<file path="src/rtl/c3lib_tie_bus_chk_pkg.sv">
// Shared types and defaults for the tied-bus receive checker.
// The optional error counter is controlled by C3LIB_TIE_BUS_CHK_ERRCNT_EN in the top.
package c3lib_tie_bus_chk_pkg;

  typedef enum logic [1:0] {
    IDLE = 2'd0,
    ARM  = 2'd1,
    MON  = 2'd2,
    ERR  = 2'd3
  } tie_chk_state_e;

  localparam int unsigned DEF_ARM_CYC  = 32'd4;
  localparam int unsigned DEF_FILT_CNT = 32'd2;

  // Mismatches only matter once the bus has settled and is being watched.
  function automatic logic is_watching(input tie_chk_state_e s);
    return (s == MON) || (s == ERR);
  endfunction

endpackage

</file>
<file path="src/rtl/c3lib_tie_bus_chk_filt.sv">
// Consecutive-mismatch filter: counts back-to-back hits and pulses evt on the
// FILT_CNT-th one. A clear at the same edge suppresses the pulse and restarts.
module c3lib_tie_bus_chk_filt
  import c3lib_tie_bus_chk_pkg::*;
#(
  parameter int unsigned FILT_CNT = DEF_FILT_CNT
) (
  input  logic clk,
  input  logic rst_n,
  input  logic en,
  input  logic hit,
  input  logic clr,
  output logic evt
);

  localparam int unsigned     FW   = (FILT_CNT > 32'd1) ? $clog2(FILT_CNT) : 32'd1;
  localparam logic [FW-1:0]   LAST = FW'(FILT_CNT - 32'd1);
  localparam logic [FW-1:0]   ONE  = FW'(32'd1);

  logic [FW-1:0] cnt_r;
  logic          at_last_s;

  assign at_last_s = (cnt_r == LAST);
  assign evt       = en & hit & at_last_s & ~clr;

  // Run length of consecutive mismatching samples; any break restarts it.
  always_ff @(posedge clk) begin
    if (!rst_n) begin
      cnt_r <= {FW{1'b0}};
    end else if (clr || !en || !hit || at_last_s) begin
      cnt_r <= {FW{1'b0}};
    end else begin
      cnt_r <= cnt_r + ONE;
    end
  end

endmodule

</file>
<file path="src/rtl/c3lib_tie_bus_chk_lcell.sv">
// Receive-side checker for a statically tied bus with filtered sticky error,
// per-bit capture and four-phase clear. Define C3LIB_TIE_BUS_CHK_ERRCNT_EN for err_cnt.
module c3lib_tie_bus_chk_lcell
  import c3lib_tie_bus_chk_pkg::*;
#(
  parameter int unsigned       WIDTH     = 32'd4,
  parameter logic [WIDTH-1:0]  TIE_VALUE = WIDTH'(4'b0011),
  parameter int unsigned       ARM_CYC   = DEF_ARM_CYC,
  parameter int unsigned       FILT_CNT  = DEF_FILT_CNT,
  parameter int unsigned       CNT_W     = 32'd8
) (
  input  logic             clk,
  input  logic             rst_n,
  input  logic             chk_en,
  input  logic [WIDTH-1:0] in_bus,
  input  logic             clr_req,
  output logic             clr_ack,
  output logic [1:0]       state_o,
  output logic             err_live,
  output logic             err_sticky,
  output logic [WIDTH-1:0] err_bits,
  output logic [CNT_W-1:0] err_cnt
);

  localparam int unsigned   AW       = (ARM_CYC > 32'd1) ? $clog2(ARM_CYC) : 32'd1;
  localparam logic [AW-1:0] ARM_LAST = AW'((ARM_CYC > 32'd0) ? ARM_CYC - 32'd1 : 32'd0);
  localparam logic [AW-1:0] ARM_ONE  = AW'(32'd1);

  tie_chk_state_e   state_r;
  logic [AW-1:0]    arm_cnt_r;
  logic [WIDTH-1:0] in_q_r;
  logic             clr_ack_r;
  logic             err_sticky_r;
  logic [WIDTH-1:0] err_bits_r;

  logic [WIDTH-1:0] mism_s;
  logic             any_mism_s;
  logic             watch_s;
  logic             clr_acc_s;
  logic             evt_s;

  assign mism_s     = in_q_r ^ TIE_VALUE;
  assign any_mism_s = |mism_s;
  assign watch_s    = is_watching(state_r);
  // Rising edge of the request as seen against our own ack: one clear per request.
  assign clr_acc_s  = clr_req & ~clr_ack_r;

  assign state_o    = state_r;
  assign err_live   = watch_s & any_mism_s;
  assign clr_ack    = clr_ack_r;
  assign err_sticky = err_sticky_r;
  assign err_bits   = err_bits_r;

  c3lib_tie_bus_chk_filt #(
    .FILT_CNT (FILT_CNT)
  ) u_filt (
    .clk   (clk),
    .rst_n (rst_n),
    .en    (watch_s & chk_en),
    .hit   (any_mism_s),
    .clr   (clr_acc_s),
    .evt   (evt_s)
  );

  // Input sample stage and clear acknowledge mirror.
  always_ff @(posedge clk) begin
    if (!rst_n) begin
      in_q_r    <= {WIDTH{1'b0}};
      clr_ack_r <= 1'b0;
    end else begin
      in_q_r    <= in_bus;
      clr_ack_r <= clr_req;
    end
  end

  // Checker FSM with arm settle counter; dropping chk_en always returns to IDLE.
  always_ff @(posedge clk) begin
    if (!rst_n) begin
      state_r   <= IDLE;
      arm_cnt_r <= {AW{1'b0}};
    end else if (!chk_en) begin
      state_r   <= IDLE;
      arm_cnt_r <= {AW{1'b0}};
    end else begin
      case (state_r)
        IDLE: begin
          arm_cnt_r <= {AW{1'b0}};
          state_r   <= (ARM_CYC == 32'd0) ? MON : ARM;
        end
        ARM: begin
          if (arm_cnt_r == ARM_LAST) begin
            arm_cnt_r <= {AW{1'b0}};
            state_r   <= MON;
          end else begin
            arm_cnt_r <= arm_cnt_r + ARM_ONE;
          end
        end
        MON: begin
          if (evt_s) begin
            state_r <= ERR;
          end
        end
        ERR: begin
          if (clr_acc_s) begin
            state_r <= MON;
          end
        end
        default: begin
          state_r   <= IDLE;
          arm_cnt_r <= {AW{1'b0}};
        end
      endcase
    end
  end

  // Sticky flag and per-bit capture; an accepted clear overrides new events.
  always_ff @(posedge clk) begin
    if (!rst_n) begin
      err_sticky_r <= 1'b0;
      err_bits_r   <= {WIDTH{1'b0}};
    end else if (clr_acc_s) begin
      err_sticky_r <= 1'b0;
      err_bits_r   <= {WIDTH{1'b0}};
    end else begin
      if (evt_s) begin
        err_sticky_r <= 1'b1;
      end
      if (watch_s && any_mism_s) begin
        err_bits_r <= err_bits_r | mism_s;
      end
    end
  end

`ifdef C3LIB_TIE_BUS_CHK_ERRCNT_EN
  logic [CNT_W-1:0] err_cnt_r;

  // Saturating count of filtered error events.
  always_ff @(posedge clk) begin
    if (!rst_n) begin
      err_cnt_r <= {CNT_W{1'b0}};
    end else if (clr_acc_s) begin
      err_cnt_r <= {CNT_W{1'b0}};
    end else if (evt_s && (err_cnt_r != {CNT_W{1'b1}})) begin
      err_cnt_r <= err_cnt_r + {{(CNT_W-1){1'b0}}, 1'b1};
    end else begin
      err_cnt_r <= err_cnt_r;
    end
  end

  assign err_cnt = err_cnt_r;
`else
  assign err_cnt = {CNT_W{1'b0}};
`endif

endmodule

</file>
<file path="config.mk">
export PLATFORM = sky130hd
export DESIGN_NAME = c3lib_tie_bus_chk_lcell
export DESIGN_NICKNAME = d
export VERILOG_FILES = /design/src/rtl/c3lib_tie_bus_chk_pkg.sv /design/src/rtl/c3lib_tie_bus_chk_filt.sv /design/src/rtl/c3lib_tie_bus_chk_lcell.sv
export SDC_FILE = /design/constraint.sdc
export NUM_CORES = 1
export LEC_CHECK = 0
export CORE_UTILIZATION = 36
export DETAILED_ROUTE_END_ITERATION = 10
export PLACE_DENSITY = 0.72
export SYNTH_ARGS = -nofsm -noshare
export SYNTH_HDL_FRONTEND = slang
export SYNTH_HIERARCHICAL = 1
export SYNTH_SLANG_ARGS = --single-unit
export TNS_END_PERCENT = 100
</file>
<file path="constraint.sdc">
create_clock -name clk -period 1.4 [get_ports clk]
set_input_delay 0.28 -clock clk [delete_from_list [all_inputs] [get_ports clk]]
set_output_delay 0.28 -clock clk [all_outputs]
set_load 0.01 [all_outputs]
</file>
==> results of run 1 <==
==> routing by layer <==
metal,track usage [%],wire (µm),up-vias
met5,0,0,-
met1,17.8,524,211
met4,7.50,9,0
met2,16.1,434,24
met3,4.26,74,2
li1,-,-,244
==> synthesized netlist by cell type, drive strengths merged <==
library cell,number
nor2,11
nand2,4
inv,3
a22oi,2
conb,1
dfxtp,15
o2bb2ai,1
nor3b,1
clkbuf,1
or4,1
buf,8
a211oi,1
nand2b,1
nor4b,1
a21oi,5
ha,1
nor2b,1
and2,7
==> critical path: cells and delay by family (launching register included) <==
| kind | cells | cell delay [ns] |
|---|---|---|
| buf+inv | 1 | 0.11 |
| flops | 1 | 0.32 |
| simple gates | 2 | 0.67 |
==> area by class of cell <==
type                            instances  area [µm²]
Inverter                                3        11.3
Clock buffer                            4        26.3
Multi-Input combinational cell         45         253
Sequential cell                        15         302
Tap cell                               16        20.0
Fill cell                             154         707
Timing Repair Buffer                   23         205
==> per-stage QoR <==
stage               cell area, µm²  hold slack [ns]  TNS (ns)  utilization (%)
floorplan                      624            0.402         0                -
global placement               792            0.420    -0.792             52.0
detailed placement             792            0.422    -0.781             52.0
CTS                            812            0.441    -0.416             53.3
global route                   817            0.461    -0.521             53.6
finish                         817            0.442    -0.403             53.6
==> timing repair <==
item / in CTS / in global routing
pin swaps: 1 / 0
cloned: 0 / 0
setup endpoints to repair: 9 / 4
hold buffers: 0 / 0
gates resized for setup: 13 / 2
==> registers in the layout, indices dropped and copies added, names as in the netlist <==
name	cells
err_bits	4
in_q_r	4
clr_ack	1
state_o	2
err_sticky	1
arm_cnt_r	2
u_filt/at_last_s	1
==> power groups by stage <==
stage | clock network, mW | logic (mW) | registers, mW
finish | 0.242 | 0.0703 | 0.442
global route | 0.270 | 0.0773 | 0.444
CTS | 0.250 | 0.0700 | 0.442
detailed placement | 0 | 0.0718 | 0.452
global placement | 0 | 0.0710 | 0.451
floorplan | 0 | 0.0456 | 0.452
==> logic make-up after synthesis <==
kind of cell,after synthesis,share of synthesized area (%)
flip-flops,15,50.3
other,1,0.628
AO/OA/AOI/OAI,9,9.43
buffers and inverters,12,12.6
AND/OR/NAND/NOR,27,24.9
adder cells (fa/ha/maj),1,2.10
==> worst paths after layout <==
kind	startpoint	endpoint	slack [ns]	depth (start not counted)
max	in_q_r[3]	err_live	-0.27	3
min	u_filt/at_last_s	u_filt/at_last_s	0.44	1
max reg2reg	in_q_r[3]	err_sticky	0	6
min reg2reg	u_filt/at_last_s	u_filt/at_last_s	0.44	1
==> metrics, run 1 <==
outcome complete, but fails checks; failing checks setup timing; CTS tree done; Max H-tree Level 1; skew final 0.000712 ns; Final Power 0.755 mW; NetSw 0.170 mW; synth warn 6; RSZ-0062 raised after global routing yes; critical path data arrival time between 1 and 1.5 ns; static leakage between 0.3 and 0.4 nW; Synth top area share between 50% and 60%; RePlAce Congestion 0.776; Reg clk slew, reported paths 0.08 ns; Fmax 600 MHz; post-DP HPWL a little over 800 µm; # port buffers 16; share of cells above drive strength 1 a little under a fifth; fin. max-slew vios 0; sw frac between 20 and 25%; initial core utilization 39.2%; pin count of the biggest net entering global routing 9; internal power 0.585 mW; Cells after Synth 65; most frequent cells in the layout dfxtp_1 (14), nor2_1 (11), conb_1 (8), clkdlybuf4s50_1 (8); post-synthesis sequential area ratio 50.3%; largest cells by area after synthesis dfxtp_1 (50%), buf_4 (10%), nor2_1 (6.9%); vias just under 500; CP Cell Sequence or4_4 -> and2_4 -> buf_6; fin worst setup slack -0.266 ns; drt wl/cell 9.83 µm; Layout Cells excl Fill 106; Setup Crit Path Kind reg2out; Antenna Cells 0; GR Overflow Total 0; worst hold path class reg2reg; Synth Cell Area 597 µm²; Sink Count 15; slowest stage delay, CP 0.52 ns; distinct cell type count of the synthesized netlist 19; Total Routing Usage GR 12.5%; first-pass GRT wire length 1670 µm; Longest Clk Path Bufs 2; DR vias/cell 4.54; DIE AREA about 0.0018 mm²; synth-to-layout area growth 36.9%; leading cell type in the layout, fill and taps excluded dfxtp_1; vias in the first global route 390; CP max FO 2; CP max-delay cell or4_4; Synth Register Bits 15; cell taking the most area after synthesis dfxtp_1; setup bufs post-CTS 0; First DRT Iteration DRCs 13; Place WS -0.327 ns; Routed Antenna Nets 0; Worst Setup End Kind primary output; Comb pwr share 9.3%; Final Hold Fails 0; minimum clock period 1.67 ns; CTS Buf Count 3; syn avg cell area between 9 and 10 µm²; Post-Route WL 1040 µm; initial antenna violation count 0; critical path startpoint category flop; Seq pwr share 58.6%; VDD IR max 0.449 mV; clock power share 32.1%; clock root buffer clkbuf_4; DR pass1 iterations 4; DRC Markers 0; # Max-Cap Violations 0; DIE HEIGHT approximately 43 µm; # IOs 25; Final nets 100; worst-skew pair later-pin latency roughly 0.28 ns; PwrDens 924 mW/mm²; Setup Viol. Count Final 3; part of the cycle the worst path needs 119%; Cells after DPL 102; Worst EP required 1.12 ns; Die Wd roughly 43 µm; core area approximately 0.0015 mm²; Rows 14
Note: power is estimated with default switching activity, not from simulation.
==> inputs of run 2 (changes only) <==
--- a/config.mk
+++ b/config.mk
@@ -8,6 +8,7 @@
 export CORE_UTILIZATION = 36
 export DETAILED_ROUTE_END_ITERATION = 10
 export PLACE_DENSITY = 0.72
+export RECOVER_POWER = 25
 export SYNTH_ARGS = -nofsm -noshare
 export SYNTH_HDL_FRONTEND = slang
 export SYNTH_HIERARCHICAL = 1
==> metrics, run 2 (synthesized netlist as in run 1, its figures left out) <==
outcome complete, but fails checks; failing checks setup timing; Final Hold Fails 0; NetSw 0.170 mW; RR Endpoint err_sticky; # hold bufs at CTS 0; clock power share between 30% and 40%; Total Routing Usage GR 12.5%; met2 wire len 439 µm; Fmax 600 MHz; Multi-input gate area 253 µm²; DRC Markers 0; Antenna Cells 0; CP Cell Sequence or4_4 -> and2_4 -> buf_6; Max H-tree Level 1; minimum clock period 1.67 ns; post-DP HPWL about 800 µm; Setup Viol. Count Final 2; skew final 0.000638 ns; internal power a little under 0.6 mW; # Max-Cap Violations 0; Rows 14; CP startpoint in_q_r[3]; reg2reg setup slack 0 ns; RSZ-0062 raised after global routing yes; RePlAce Congestion 0.776; Longest Clk Path Bufs 2; Reg area 302 µm²; clock root buffer clkbuf_4; DR vias/cell roughly 4.5; first-pass GRT wire length approximately 1700 µm; static leakage 0.368 nW; crit-path leading delay family simple AND/OR/NAND/NOR gates; # fillers 156; CP max FO 2; pin count of the biggest net entering global routing 9; DIE AREA approximately 0.0018 mm²; DIE HEIGHT 42.7 µm; DR pass1 iterations 4; Comb pwr share 9.1%; fin. max-slew vios 0; Worst Setup End Kind primary output; GR Overflow Total 0; CP Buf/Inv Count 1; RR Startpoint in_q_r[3]; synth-to-layout area growth 36.3%; fin worst setup slack -0.265 ns; part of the cycle the worst path needs 119%; share of cells above drive strength 1 about 18%; drt wl/cell 9.90 µm; Place WS -0.327 ns; vias in the first global route 390; # IOs 25; critical path startpoint category flop; Worst Reg-to-Reg Cells 6; Final nets 100; CP max-delay cell or4_4; worst hold path class reg2reg; Post-Route WL 1050 µm; Reg clk slew, reported paths 0.08 ns; Final Core Density a little over half; First DRT Iteration DRCs 13; core area about 0.0015 mm²; met1 wire length 529 µm; initial core utilization 39.2%; CTS Buf Count 3; Setup crit end err_live; PwrDens roughly 930 mW/mm²; initial antenna violation count 0; # port buffers 16; critical path data arrival time 1.39 ns; Routed Antenna Nets 0; VDD IR max roughly 0.45 mV; most frequent cells in the layout dfxtp_1 (14), nor2_1 (11), conb_1 (8); slowest stage delay, CP 0.52 ns; Die Wd 42.7 µm; total length of routed met3 wires roughly 70 µm; leading cell type in the layout, fill and taps excluded dfxtp_1; setup bufs post-CTS 0; Setup Crit Path Kind reg2out; Sink Count 15; Max Used Layer met4; Seq pwr share 58.7%; sw frac 22.6%; vias ~480; Levels on crit path 3; CTS tree done; Worst EP required 1.12 ns; worst-skew pair later-pin latency around 0.28 ns
[run 2: area by class of cell]
| cell class | instances | share of cell area [%] |
|---|---|---|
| clock buffers | 4 | 3.23 |
| flip-flops and latches | 15 | 37.1 |
| well taps | 16 | 2.46 |
| multi-input cells | 45 | 31.1 |
| inverters | 3 | 1.38 |
| repair buffers | 23 | 24.8 |
[run 2: metal layers]
metal	up-vias	global-route usage, %
met5	-	0
met4	0	7.50
met3	2	4.26
met2	22	16.1
met1	211	17.8
li1	243	-
[run 2: worst min path at each step]
stage / start / endpoint / slack, ns / depth (start not counted)
after floorplan: clr_req / clr_ack / 0.40 / 1
after global placement: u_filt/at_last_s / u_filt/at_last_s / 0.42 / 1
after detailed placement: u_filt/at_last_s / u_filt/at_last_s / 0.42 / 1
after CTS: u_filt/at_last_s / u_filt/at_last_s / 0.44 / 1
after global routing: u_filt/at_last_s / u_filt/at_last_s / 0.46 / 1
final: u_filt/at_last_s / u_filt/at_last_s / 0.45 / 1
[run 2: metrics by stage]
| step | total power [mW] | TNS [ns] | std cells | hold WS, ns | area [µm²] |
|---|---|---|---|---|---|
| after detailed placement | 0.524 | -0.781 | 102 | 0.422 | 792 |
| after global placement | 0.522 | -0.792 | 102 | 0.420 | 792 |
| after global routing | 0.789 | -0.521 | 106 | 0.461 | 813 |
| after CTS | 0.762 | -0.416 | 106 | 0.441 | 812 |
| final | 0.753 | -0.404 | 106 | 0.448 | 813 |
| after floorplan | 0.498 | 0 | 72 | 0.402 | 624 |
[run 2: what timing repair did]
| action | CTS | global route |
|---|---|---|
| cloned | 0 | 0 |
| gates resized for setup | 13 | 2 |
| endpoints found under the setup margin | 9 | 4 |
| pin swaps | 1 | 0 |
[run 2: power groups by stage]
stage	registers [mW]	logic, mW	clock network [mW]
2_1_floorplan	0.452	0.0456	0
3_3_place_gp	0.451	0.0710	0
3_5_place_dp	0.452	0.0718	0
4_1_cts	0.442	0.0700	0.250
5_1_grt	0.444	0.0753	0.270
6_report	0.442	0.0685	0.242
==> inputs of run 3 (changes only) <==
--- a/config.mk
+++ b/config.mk
@@ -7,6 +7,7 @@
 export LEC_CHECK = 0
 export CORE_UTILIZATION = 36
 export DETAILED_ROUTE_END_ITERATION = 10
+export HOLD_SLACK_MARGIN = 0.05
 export PLACE_DENSITY = 0.72
 export RECOVER_POWER = 25
 export SYNTH_ARGS = -nofsm -noshare
==> results of run 3 <==
No change in the layout: final DEF, timing and power equal those of run 2.
